<file path="src/rtl/rf_wb_arb_pkg.sv">
// Shared constants and types for the register-file writeback arbiter.
//   DEF_DATA_W / DEF_ADDR_W : default data and address widths
//   NUM_REG                 : register count for the default address width
//   gnt_e                   : grant selection produced by the arbiter
package rf_wb_arb_pkg;

    localparam int DEF_DATA_W = 32;
    localparam int DEF_ADDR_W = 5;
    localparam int NUM_REG    = 1 << DEF_ADDR_W;

    typedef enum logic [1:0] {
        GNT_NONE = 2'd0,
        GNT_P0   = 2'd1,
        GNT_P1   = 2'd2
    } gnt_e;

endpackage

</file>
<file path="src/rtl/rf_wb_hold.sv">
// One-entry holding register for a writeback port.
// Captures (addr, data) on valid_i & ready_o and releases the entry when granted.
// A grant and a new capture in the same cycle leave the entry full with the
// new request, so a continuously granted port sustains one transfer per cycle.
// Ports:
//   clk, rst_n       clock, asynchronous active-low reset
//   valid_i          upstream request valid
//   addr_i, data_i   upstream destination register and write data
//   grant_i          entry chosen by the arbiter this cycle (only when hv_o=1)
//   ready_o          ~hv | grant
//   hv_o             entry holds a buffered write
//   addr_o, data_o   buffered destination register and data
module rf_wb_hold #(
    parameter int DATA_W = 32,
    parameter int ADDR_W = 5
) (
    input  logic              clk,
    input  logic              rst_n,
    input  logic              valid_i,
    input  logic [ADDR_W-1:0] addr_i,
    input  logic [DATA_W-1:0] data_i,
    input  logic              grant_i,
    output logic              ready_o,
    output logic              hv_o,
    output logic [ADDR_W-1:0] addr_o,
    output logic [DATA_W-1:0] data_o
);

    logic              hv_q, hv_d;
    logic [ADDR_W-1:0] addr_q, addr_d;
    logic [DATA_W-1:0] data_q, data_d;
    logic              cap;

    assign ready_o = ~hv_q | grant_i;
    assign cap     = valid_i & ready_o;

    always_comb begin
        hv_d   = hv_q;
        addr_d = addr_q;
        data_d = data_q;
        if (grant_i) begin
            hv_d = 1'b0;
        end
        if (cap) begin
            hv_d   = 1'b1;
            addr_d = addr_i;
            data_d = data_i;
        end
    end

    always_ff @(posedge clk or negedge rst_n) begin
        if (!rst_n) begin
            hv_q   <= 1'b0;
            addr_q <= '0;
            data_q <= '0;
        end else begin
            hv_q   <= hv_d;
            addr_q <= addr_d;
            data_q <= data_d;
        end
    end

    assign hv_o   = hv_q;
    assign addr_o = addr_q;
    assign data_o = data_q;

endmodule

</file>
<file path="src/rtl/rf_wb_arb.sv">
// Two-port register-file writeback arbiter (port 0 = ALU, port 1 = load).
// Each port buffers one write; one buffered write per cycle is issued to the
// registered r3_* write port. Equal-address entries issue oldest first.
// Writes to register 0 are consumed without asserting r3_wr.
// Build option: define RF_WB_ARB_RR_EN for round-robin arbitration between
// distinct-address entries; otherwise port 1 has fixed priority.
// Ports:
//   clk, rst_n                  clock, asynchronous active-low reset
//   p0_valid/addr/data/ready    ALU writeback handshake
//   p1_valid/addr/data/ready    load writeback handshake
//   stall                       suppress grants (captures into empty entries continue)
//   r3_wr, r3_addr, r3_din      registered register-file write port
//   pend_mask                   registers with a buffered or issuing write (bit 0 always 0)
module rf_wb_arb
    import rf_wb_arb_pkg::*;
#(
    parameter int DATA_W = DEF_DATA_W,
    parameter int ADDR_W = DEF_ADDR_W
) (
    input  logic                     clk,
    input  logic                     rst_n,
    input  logic                     p0_valid,
    input  logic [ADDR_W-1:0]        p0_addr,
    input  logic [DATA_W-1:0]        p0_data,
    output logic                     p0_ready,
    input  logic                     p1_valid,
    input  logic [ADDR_W-1:0]        p1_addr,
    input  logic [DATA_W-1:0]        p1_data,
    output logic                     p1_ready,
    input  logic                     stall,
    output logic                     r3_wr,
    output logic [ADDR_W-1:0]        r3_addr,
    output logic [DATA_W-1:0]        r3_din,
    output logic [(1<<ADDR_W)-1:0]   pend_mask
);

    localparam int NREG = 1 << ADDR_W;

    logic              hv0, hv1;
    logic [ADDR_W-1:0] addr0, addr1;
    logic [DATA_W-1:0] data0, data1;
    logic              g0, g1;
    gnt_e              gnt;

    // age_q = 1 when the port 1 entry was captured before the port 0 entry
    logic              age_q, age_d;
    logic              old0, old1;

    logic              r3_wr_q, r3_wr_d;
    logic [ADDR_W-1:0] r3_addr_q, r3_addr_d;
    logic [DATA_W-1:0] r3_din_q, r3_din_d;

    rf_wb_hold #(.DATA_W(DATA_W), .ADDR_W(ADDR_W)) u_hold0 (
        .clk     (clk),
        .rst_n   (rst_n),
        .valid_i (p0_valid),
        .addr_i  (p0_addr),
        .data_i  (p0_data),
        .grant_i (g0),
        .ready_o (p0_ready),
        .hv_o    (hv0),
        .addr_o  (addr0),
        .data_o  (data0)
    );

    rf_wb_hold #(.DATA_W(DATA_W), .ADDR_W(ADDR_W)) u_hold1 (
        .clk     (clk),
        .rst_n   (rst_n),
        .valid_i (p1_valid),
        .addr_i  (p1_addr),
        .data_i  (p1_data),
        .grant_i (g1),
        .ready_o (p1_ready),
        .hv_o    (hv1),
        .addr_o  (addr1),
        .data_o  (data1)
    );

`ifdef RF_WB_ARB_RR_EN
    // rr_q = 0 prefers port 1, rr_q = 1 prefers port 0
    logic rr_q, rr_d;
`endif

    always_comb begin
        gnt = GNT_NONE;
        if (!stall) begin
            if (hv0 && hv1) begin
                if (addr0 == addr1) begin
                    // same destination: preserve write order
                    gnt = age_q ? GNT_P1 : GNT_P0;
                end else begin
`ifdef RF_WB_ARB_RR_EN
                    gnt = rr_q ? GNT_P0 : GNT_P1;
`else
                    gnt = GNT_P1;
`endif
                end
            end else if (hv0) begin
                gnt = GNT_P0;
            end else if (hv1) begin
                gnt = GNT_P1;
            end
        end
    end

    assign g0 = (gnt == GNT_P0);
    assign g1 = (gnt == GNT_P1);

`ifdef RF_WB_ARB_RR_EN
    always_comb begin
        rr_d = rr_q;
        if ((g0 && rr_q) || (g1 && !rr_q)) begin
            rr_d = ~rr_q;
        end
    end

    always_ff @(posedge clk or negedge rst_n) begin
        if (!rst_n) begin
            rr_q <= 1'b0;
        end else begin
            rr_q <= rr_d;
        end
    end
`endif

    // An entry that survives this edge untouched is older than any entry
    // captured at this edge; simultaneous captures treat port 0 as older.
    assign old0 = hv0 & ~g0;
    assign old1 = hv1 & ~g1;

    always_comb begin
        age_d = age_q;
        if (!(old0 && old1)) begin
            age_d = old1 & ~old0;
        end
    end

    always_comb begin
        r3_wr_d   = 1'b0;
        r3_addr_d = r3_addr_q;
        r3_din_d  = r3_din_q;
        if (g0 || g1) begin
            r3_addr_d = g1 ? addr1 : addr0;
            r3_din_d  = g1 ? data1 : data0;
            r3_wr_d   = (r3_addr_d != '0);
        end
    end

    always_ff @(posedge clk or negedge rst_n) begin
        if (!rst_n) begin
            age_q     <= 1'b0;
            r3_wr_q   <= 1'b0;
            r3_addr_q <= '0;
            r3_din_q  <= '0;
        end else begin
            age_q     <= age_d;
            r3_wr_q   <= r3_wr_d;
            r3_addr_q <= r3_addr_d;
            r3_din_q  <= r3_din_d;
        end
    end

    assign r3_wr   = r3_wr_q;
    assign r3_addr = r3_addr_q;
    assign r3_din  = r3_din_q;

    generate
        for (genvar gi = 0; gi < NREG; gi++) begin : g_pend
            if (gi == 0) begin : g_zero
                assign pend_mask[gi] = 1'b0;
            end else begin : g_bit
                assign pend_mask[gi] = (hv0     && (addr0     == ADDR_W'(gi))) ||
                                       (hv1     && (addr1     == ADDR_W'(gi))) ||
                                       (r3_wr_q && (r3_addr_q == ADDR_W'(gi)));
            end
        end
    endgenerate

endmodule

</file>
<file path="config.mk">
export PLATFORM = sky130hd
export DESIGN_NAME = rf_wb_arb
export DESIGN_NICKNAME = d
export VERILOG_FILES = /design/src/rtl/rf_wb_arb_pkg.sv /design/src/rtl/rf_wb_hold.sv /design/src/rtl/rf_wb_arb.sv
export SDC_FILE = /design/constraint.sdc
export NUM_CORES = 1
export LEC_CHECK = 0
export ABC_AREA = 1
export CAP_MARGIN = 20
export CORE_ASPECT_RATIO = 1.5
export CORE_MARGIN = 8
export CORE_UTILIZATION = 40
export CTS_CLUSTER_SIZE = 24
export DETAILED_ROUTE_END_ITERATION = 8
export PLACE_DENSITY_LB_ADDON = 0.05
export SLEW_MARGIN = 20
export SYNTH_ARGS = -nofsm -noshare
export SYNTH_HDL_FRONTEND = slang
export SYNTH_SLANG_ARGS = --single-unit
</file>
<file path="constraint.sdc">
create_clock -name clk -period 1.8 [get_ports clk]
set_input_delay 0.18 -clock clk [delete_from_list [all_inputs] [get_ports clk]]
set_output_delay 0.18 -clock clk [all_outputs]
set_load 0.01 [all_outputs]
</file>
Word level (Yosys, flattened, before mapping)

Index checks and enable logic that the tools add are counted.
Widths: inputs -> output; s select.

Latch bits: 0
Output and inout port bits: 72
Memories: 0
Memory bits (writable): 0
ROM bits: 0
Register bits after elaboration: 115
Input port bits: 79
Word-level logic and storage cells: 292

$lt $le $gt $ge: 0
Bitwise logic cells: 12
$add $sub $neg: 0
Shift operators: 0
Multiply operators: 0
Reductions and logical operators: 161
Multiplexer cells: 13
Divide/modulo/power cells: 0
Equality and inequality tests: 96

Operator list:

| cell               | number |
|---|---|
| $eq 5x5->1 const B | 48 |
| $eq 5x4->1 const B | 24 |
| $logic_and 1x1->1  | 95 |
| $logic_or 1x1->1   | 63 |
| $eq 5x3->1 const B | 12 |
| $mux 32            | 1 |
| $eq 5x2->1 const B | 6 |
| $eq 5x1->1 const B | 3 |
| $mux 2             | 6 |
| $and 1x1->1        | 5 |
| $eq 5x5->1         | 1 |
| $mux 1             | 5 |
| $mux 5             | 1 |
| $not 1->1          | 5 |
| $reduce_bool 5->1  | 1 |
| $reduce_bool 2->1  | 2 |
| $eq 2x1->1 const B | 1 |
| $eq 2x2->1 const B | 1 |
| $or 1x1->1         | 2 |

Logic depth before layout (Yosys ltp)

Gate-level depths: netlist of the first run.

Depth in word-level cells: 9
Depth in mapped cells: 15
Mapped depth without buffers: 13

Hierarchy

From an unflattened synthesis of the first run, not the netlist that was laid out.

Cells, all modules: 798
Area, all modules: 5893.2 um^2

By module, submodules not included:

| module     | times used | cells an instance | seq. area each (um^2) | area each (um^2) |
|---|---|---|---|---|
| rf_wb_hold | 2          | 165               | 950.9                 | 1521.5 |
| rf_wb_arb  | 1          | 468               | 975.9                 | 2850.2 |

Worst setup path before layout of the first run

OpenSTA, ideal clock, no wires.

Path kind: flip-flop to flip-flop
Start point: register u_hold0.addr_q[2], in the netlist u_hold0.addr_o[2]
End point: register r3_din_q[10], in the netlist r3_din[10]
Period minus slack after synthesis: 1.933 ns
Data required time: 1.681 ns
Path buffers: 2
Slack: -0.133 ns
Arrival: 1.814 ns
Cell stages (with the launch flop): 12
Library setup time: 0.119 ns
Path through: dfrtp_1 > inv_1 > nor2_1 > nor2_1 > nand3_1 > a21boi_0 > ha_1 > inv_1 > buf_2 > buf_2 > o211ai_1 > o21a_1

Word-level cells in the longest chain between the ends: 6
Elaborated cells between the ends (all ways): 8
Those cells by class: 3 x eq/ne; 4 x mux; 1 x reduce/logical

RTL lines:

| item                                               | RTL line                           | source |
|---|---|---|
| start: declaration                                 | rf_wb_hold.sv:30                   | `logic [ADDR_W-1:0] addr_q, addr_d;` |
| start signal: assignment                           | rf_wb_hold.sv:58                   | `addr_q <= addr_d;` |
| $eq 5x5->1 (*)                                     | rf_wb_arb.sv:88                    | `if (addr0 == addr1) begin` |
| $mux 2 (*)                                         | rf_wb_arb.sv:88                    |  |
| $mux 2 (*)                                         | rf_wb_arb.sv:87                    | `if (hv0 && hv1) begin` |
| $mux 2 (*)                                         | rf_wb_arb.sv:86                    | `if (!stall) begin` |
| $eq 2x2->1 / $eq 2x1->1 (equally long branches)    | rf_wb_arb.sv:107, rf_wb_arb.sv:106 |  |
| $mux 32 / $logic_or 1x1->1 (equally long branches) | rf_wb_arb.sv:144, rf_wb_arb.sv:142 |  |
| end signal: assignment                             | rf_wb_arb.sv:159                   | `r3_din_q <= r3_din_d;` |
| end: declaration                                   | rf_wb_arb.sv:51                    | `logic [DATA_W-1:0] r3_din_q, r3_din_d;` |

Mark *: on every way between the ends. The rest lies on a longest branch, timed or not.
A chain may end at the register's enable or synchronous reset.

Final worst setup path of the first run

Start point: register u_hold0.addr_q[0], in the netlist u_hold0.addr_o[0]
End point: output p0_ready

Word-level cells in the longest chain between the ends: 6

RTL lines:

| item             | RTL line         | source |
|---|---|---|
| $eq 5x5->1       | rf_wb_arb.sv:88  |  |
| $mux 2           | rf_wb_arb.sv:88  |  |
| $mux 2           | rf_wb_arb.sv:87  |  |
| $mux 2           | rf_wb_arb.sv:86  |  |
| $eq 2x1->1       | rf_wb_arb.sv:106 | `assign g0 = (gnt == GNT_P0);` |
| $or 1x1->1       | rf_wb_hold.sv:34 | `assign ready_o = ~hv_q \| grant_i;` |
| end: declaration | rf_wb_arb.sv:25  | `output logic p0_ready,` |

Every way passes these cells.

==> results of run 1 <==
-- path summary, 6_finish.rpt --
check | end | cells past startpoint | startpoint
max in group asynchronous | u_hold1.data_o[31] | 3 | rst_n
min in group clk | u_hold1.data_o[24] | 3 | p1_data[24]
setup / recovery | p0_ready | 9 | u_hold0.addr_o[0]
hold reg to reg | u_hold1.data_o[23] | 2 | u_hold1.data_o[23]
hold / removal | r3_addr[2] | 2 | rst_n
setup reg to reg | u_hold1.data_o[11] | 16 | u_hold0.addr_o[0]
-- layout make-up --
class | instances | share of cell area
Clock inverter | 14 | 0.01498
Timing Repair Buffer | 267 | 0.2818
Tap cell | 196 | 0.02367
Inverter | 64 | 0.02536
Sequential cell | 115 | 0.2778
Clock buffer | 18 | 0.04143
Multi-Input combinational cell | 533 | 0.3350
-- sequential cells by signal, indices dropped and copies added (netlist names), 5 cells and up --
name / count
u_hold0.data_o: 32
r3_addr: 5
u_hold1.data_o: 32
u_hold1.addr_o: 5
r3_din: 32
u_hold0.addr_o: 5
-- worst max-delay path: cells and delay by family, from the launching register on --
| kind | cells | cell delay (ps) |
|---|---|---|
| and+or+nand+nor | 5 | 590 |
| DFF | 1 | 420 |
| buffers and inverters | 2 | 230 |
| adders and majority gates | 1 | 160 |
| AOI/OAI and AO/OA | 1 | 90 |
-- power by group --
part	internal, uW	leakage (uW)	switching [uW]
logic	5830	0.00307	6340
registers	3850	0.00131	696
clock network	2050	0.000281	1300
total	11700	0.00466	8340
-- routing by layer --
layer,part of all wire,GRT usage
met1,0.36,0.2406
met2,0.53,0.4387
met3,0.052,0.05096
met4,0.052,0.1326
met5,0,0
-- repair_timing --
action,in CTS,in global routing
endpoints found under the setup margin,147,146
endpoints found under the hold margin,25,0
hold buffers,1,0
gates cloned,14,4
pin swaps,32,43
resized for setup,334,121
setup buffers,24,13
-- through the flow --
step	worst slack (ps)	power, uW	TNS [ps]	hold WS (ps)	utilization
after floorplan	-8.611	9010	-114.5	-115.6	-
after global placement	-397.5	12800	-28000	164.9	0.5599
after detailed placement	-457.7	12970	-34330	173.0	0.5599
after CTS	-283.1	18710	-24340	285.7	0.6703
after global routing	-396.8	21200	-38840	303.9	0.7132
final	-284.8	20070	-24730	284.6	0.7132
-- synthesized netlist by cell type, drive strengths merged --
library cell | number | area [sq um]
o21a | 28 | 210.2
conb | 1 | 3.750
or2 | 2 | 12.52
a21boi | 1 | 7.510
dfrtp | 115 | 2878
o21ai | 20 | 100.1
inv | 64 | 240.2
nand4 | 3 | 18.77
nor2 | 101 | 384.1
a21oi | 42 | 330.3
o211ai | 28 | 210.2
buf | 28 | 205.2
nand2 | 236 | 902.1
clkbuf | 14 | 52.55
nand3 | 64 | 320.3
o221ai | 4 | 35.03
ha | 2 | 25.02
-- logic make-up (layout without fill, tap and decap cells) --
logic type / Yosys count / in the layout / synth area share
AOI/OAI and AO/OA: 123 / 123 / 0.1505
adders and majority gates: 2 / 2 / 0.004215
buffers and inverters: 106 / 363 / 0.08390
DFF: 115 / 115 / 0.4848
other: 1 / 1 / 0.0006318
and+or+nand+nor: 406 / 407 / 0.2759
==> results by group, run 1 <==
Yosys
  • Post-Syn Nets: roughly 830
  • Cell area after synthesis: between 5000 and 6000 sq um
  • Syn Inst Count: roughly 750
  • Post-synth cell types: 26
  • Synthesis Warnings: 0
  • Sequential area share after synthesis: 0.4848
  • Post-Syn Area per Cell: between 7 and 8 sq um
  • #FFs+latches synth: 115

Clocking
  • Buffer cell driving the clock tree root: sky130_fd_sc_hd__clkbuf_16
  • Worst-skew pair later-pin latency: just over 400 ps
  • Clock tree from TritonCTS: yes
  • Maximum number of buffers from clock root to sink: 2
  • H-tree depth reported by CTS: 4
  • Register clock-pin slew on the reported worst setup and hold paths: about 60 ps
  • Total number of clock tree sinks: 115
  • TritonCTS buffer count: 17

Timing
  • Setup repair after global routing missed its margin: yes
  • Worst Skew: between 7 and 8 ps
  • Final Max Slew Viols: 0
  • Relative slew slack: 0.6544
  • Final worst-path cycle share: 1.158
  • Peak clock frequency supported by timing: ~0.48 GHz
  • PnR worst setup slack: -284.8 ps
  • Count of final hold-check violations: 0
  • Min Clock Period, post-route: between 2000 and 2500 ps
  • Final count of negative-setup-slack endpoints: around 130
  • Actual slew at the worst max-slew pin: 516.8 ps

Die
  • Boundary Pins: 151
  • Floorplan die area: around 19000 sq um
  • Die Span X: about 120 um
  • Starting density of the core: 0.4086
  • Row count: 54
  • Area of the core region: 14530 sq um
  • Chip height: about 170 um

Routing
  • Count of nets left with antenna violations after detail routing: 0
  • Number of vias in the routed layout: 6157
  • 1st-iter DRT viols: between 300 and 400
  • DR DRC count: 0
  • WL final: ~23000 um
  • Average wire length per cell after detail routing: between 15 and 20 um
  • Avg Vias per Cell: just over 5
  • First drt pass iteration count: 4

Placed design
  • Cell area after placement: 8133 sq um
  • Count of buffers from port buffering: about 150
  • Number of placed cells counting well taps: 1128
  • Detailed placer's ending HPWL: between 10000 and 15000 um
  • Placer congestion estimate: 0.9239

Critical path
  • Crit Path Class: flip-flop to output port
  • Endpoint class of the critical path: output port
  • CP Launch Type: flip-flop
  • Sequence of cells on the critical path: inv_2, nand2_1, nand2_2, nor2_4, nand3_4, o21ai_2, ha_4, or2_4, buf_2
  • Critical path's slowest cell: sky130_fd_sc_hd__dfrtp_1
  • Worst path required time: 1620 ps
  • CP max stage delay: 420 ps
  • Data arrival time at the worst-slack endpoint: approximately 1900 ps
  • Largest fanout of any net on the critical path: 4
  • Setup slack on the worst flop-to-flop path: -280 ps

Global route
  • Initial antenna violation count: 0
  • Global-route congestion overflow total: 0
  • Global-route wire length before repair: 34710 um
  • Pin count of the biggest net entering global routing: 36
  • Via count of the first global-routing pass: roughly 6.7k
  • Global routing usage summed across all routing layers: 0.2374

Power and ir drop
  • Worst vdd ir: 1083 uV
  • Leakage Power: 0.004659 uW
  • Cell area power density: 1937 nW/um^2

Outcome
  • Run status: complete, but fails checks
  • Violations in the final reports: setup timing

Final layout
  • Seq. cell area: around 2900 sq um
  • Post-Layout Inst Area: between 10000 and 15000 sq um
  • Antenna cells: 0
  • Synthesis-to-layout area growth: 74.54%
  • Ratio of cells with drive above 1 in the final layout: 0.3838
  • Leading cell type in the layout, fill and taps excluded: sky130_fd_sc_hd__nand2_1
  • Multi-input logic area: approximately 3500 sq um
  • Layout fillers: between 1k and 1.5k
  • Count of non-filler cells in the finished layout: ~1.2k
  • Highest-count cells in the layout ignoring fill and taps: sky130_fd_sc_hd__nand2_1 (192), sky130_fd_sc_hd__dfrtp_1 (115), sky130_fd_sc_hd__clkdlybuf4s50_1 (115)
  • Final-stage net count: 1079

Worst hold path
  • HP Class: primary input to asynchronous set/reset pin

Run
  • Total of max-cap violations: 0
No activity file was read; power rests on OpenSTA's default activity.
==> run 2: changes to the inputs <==
- SLEW_MARGIN: 20 -> 25
==> results of run 2 <==
Final layout, timing and power as in run 1 (identical DEF).
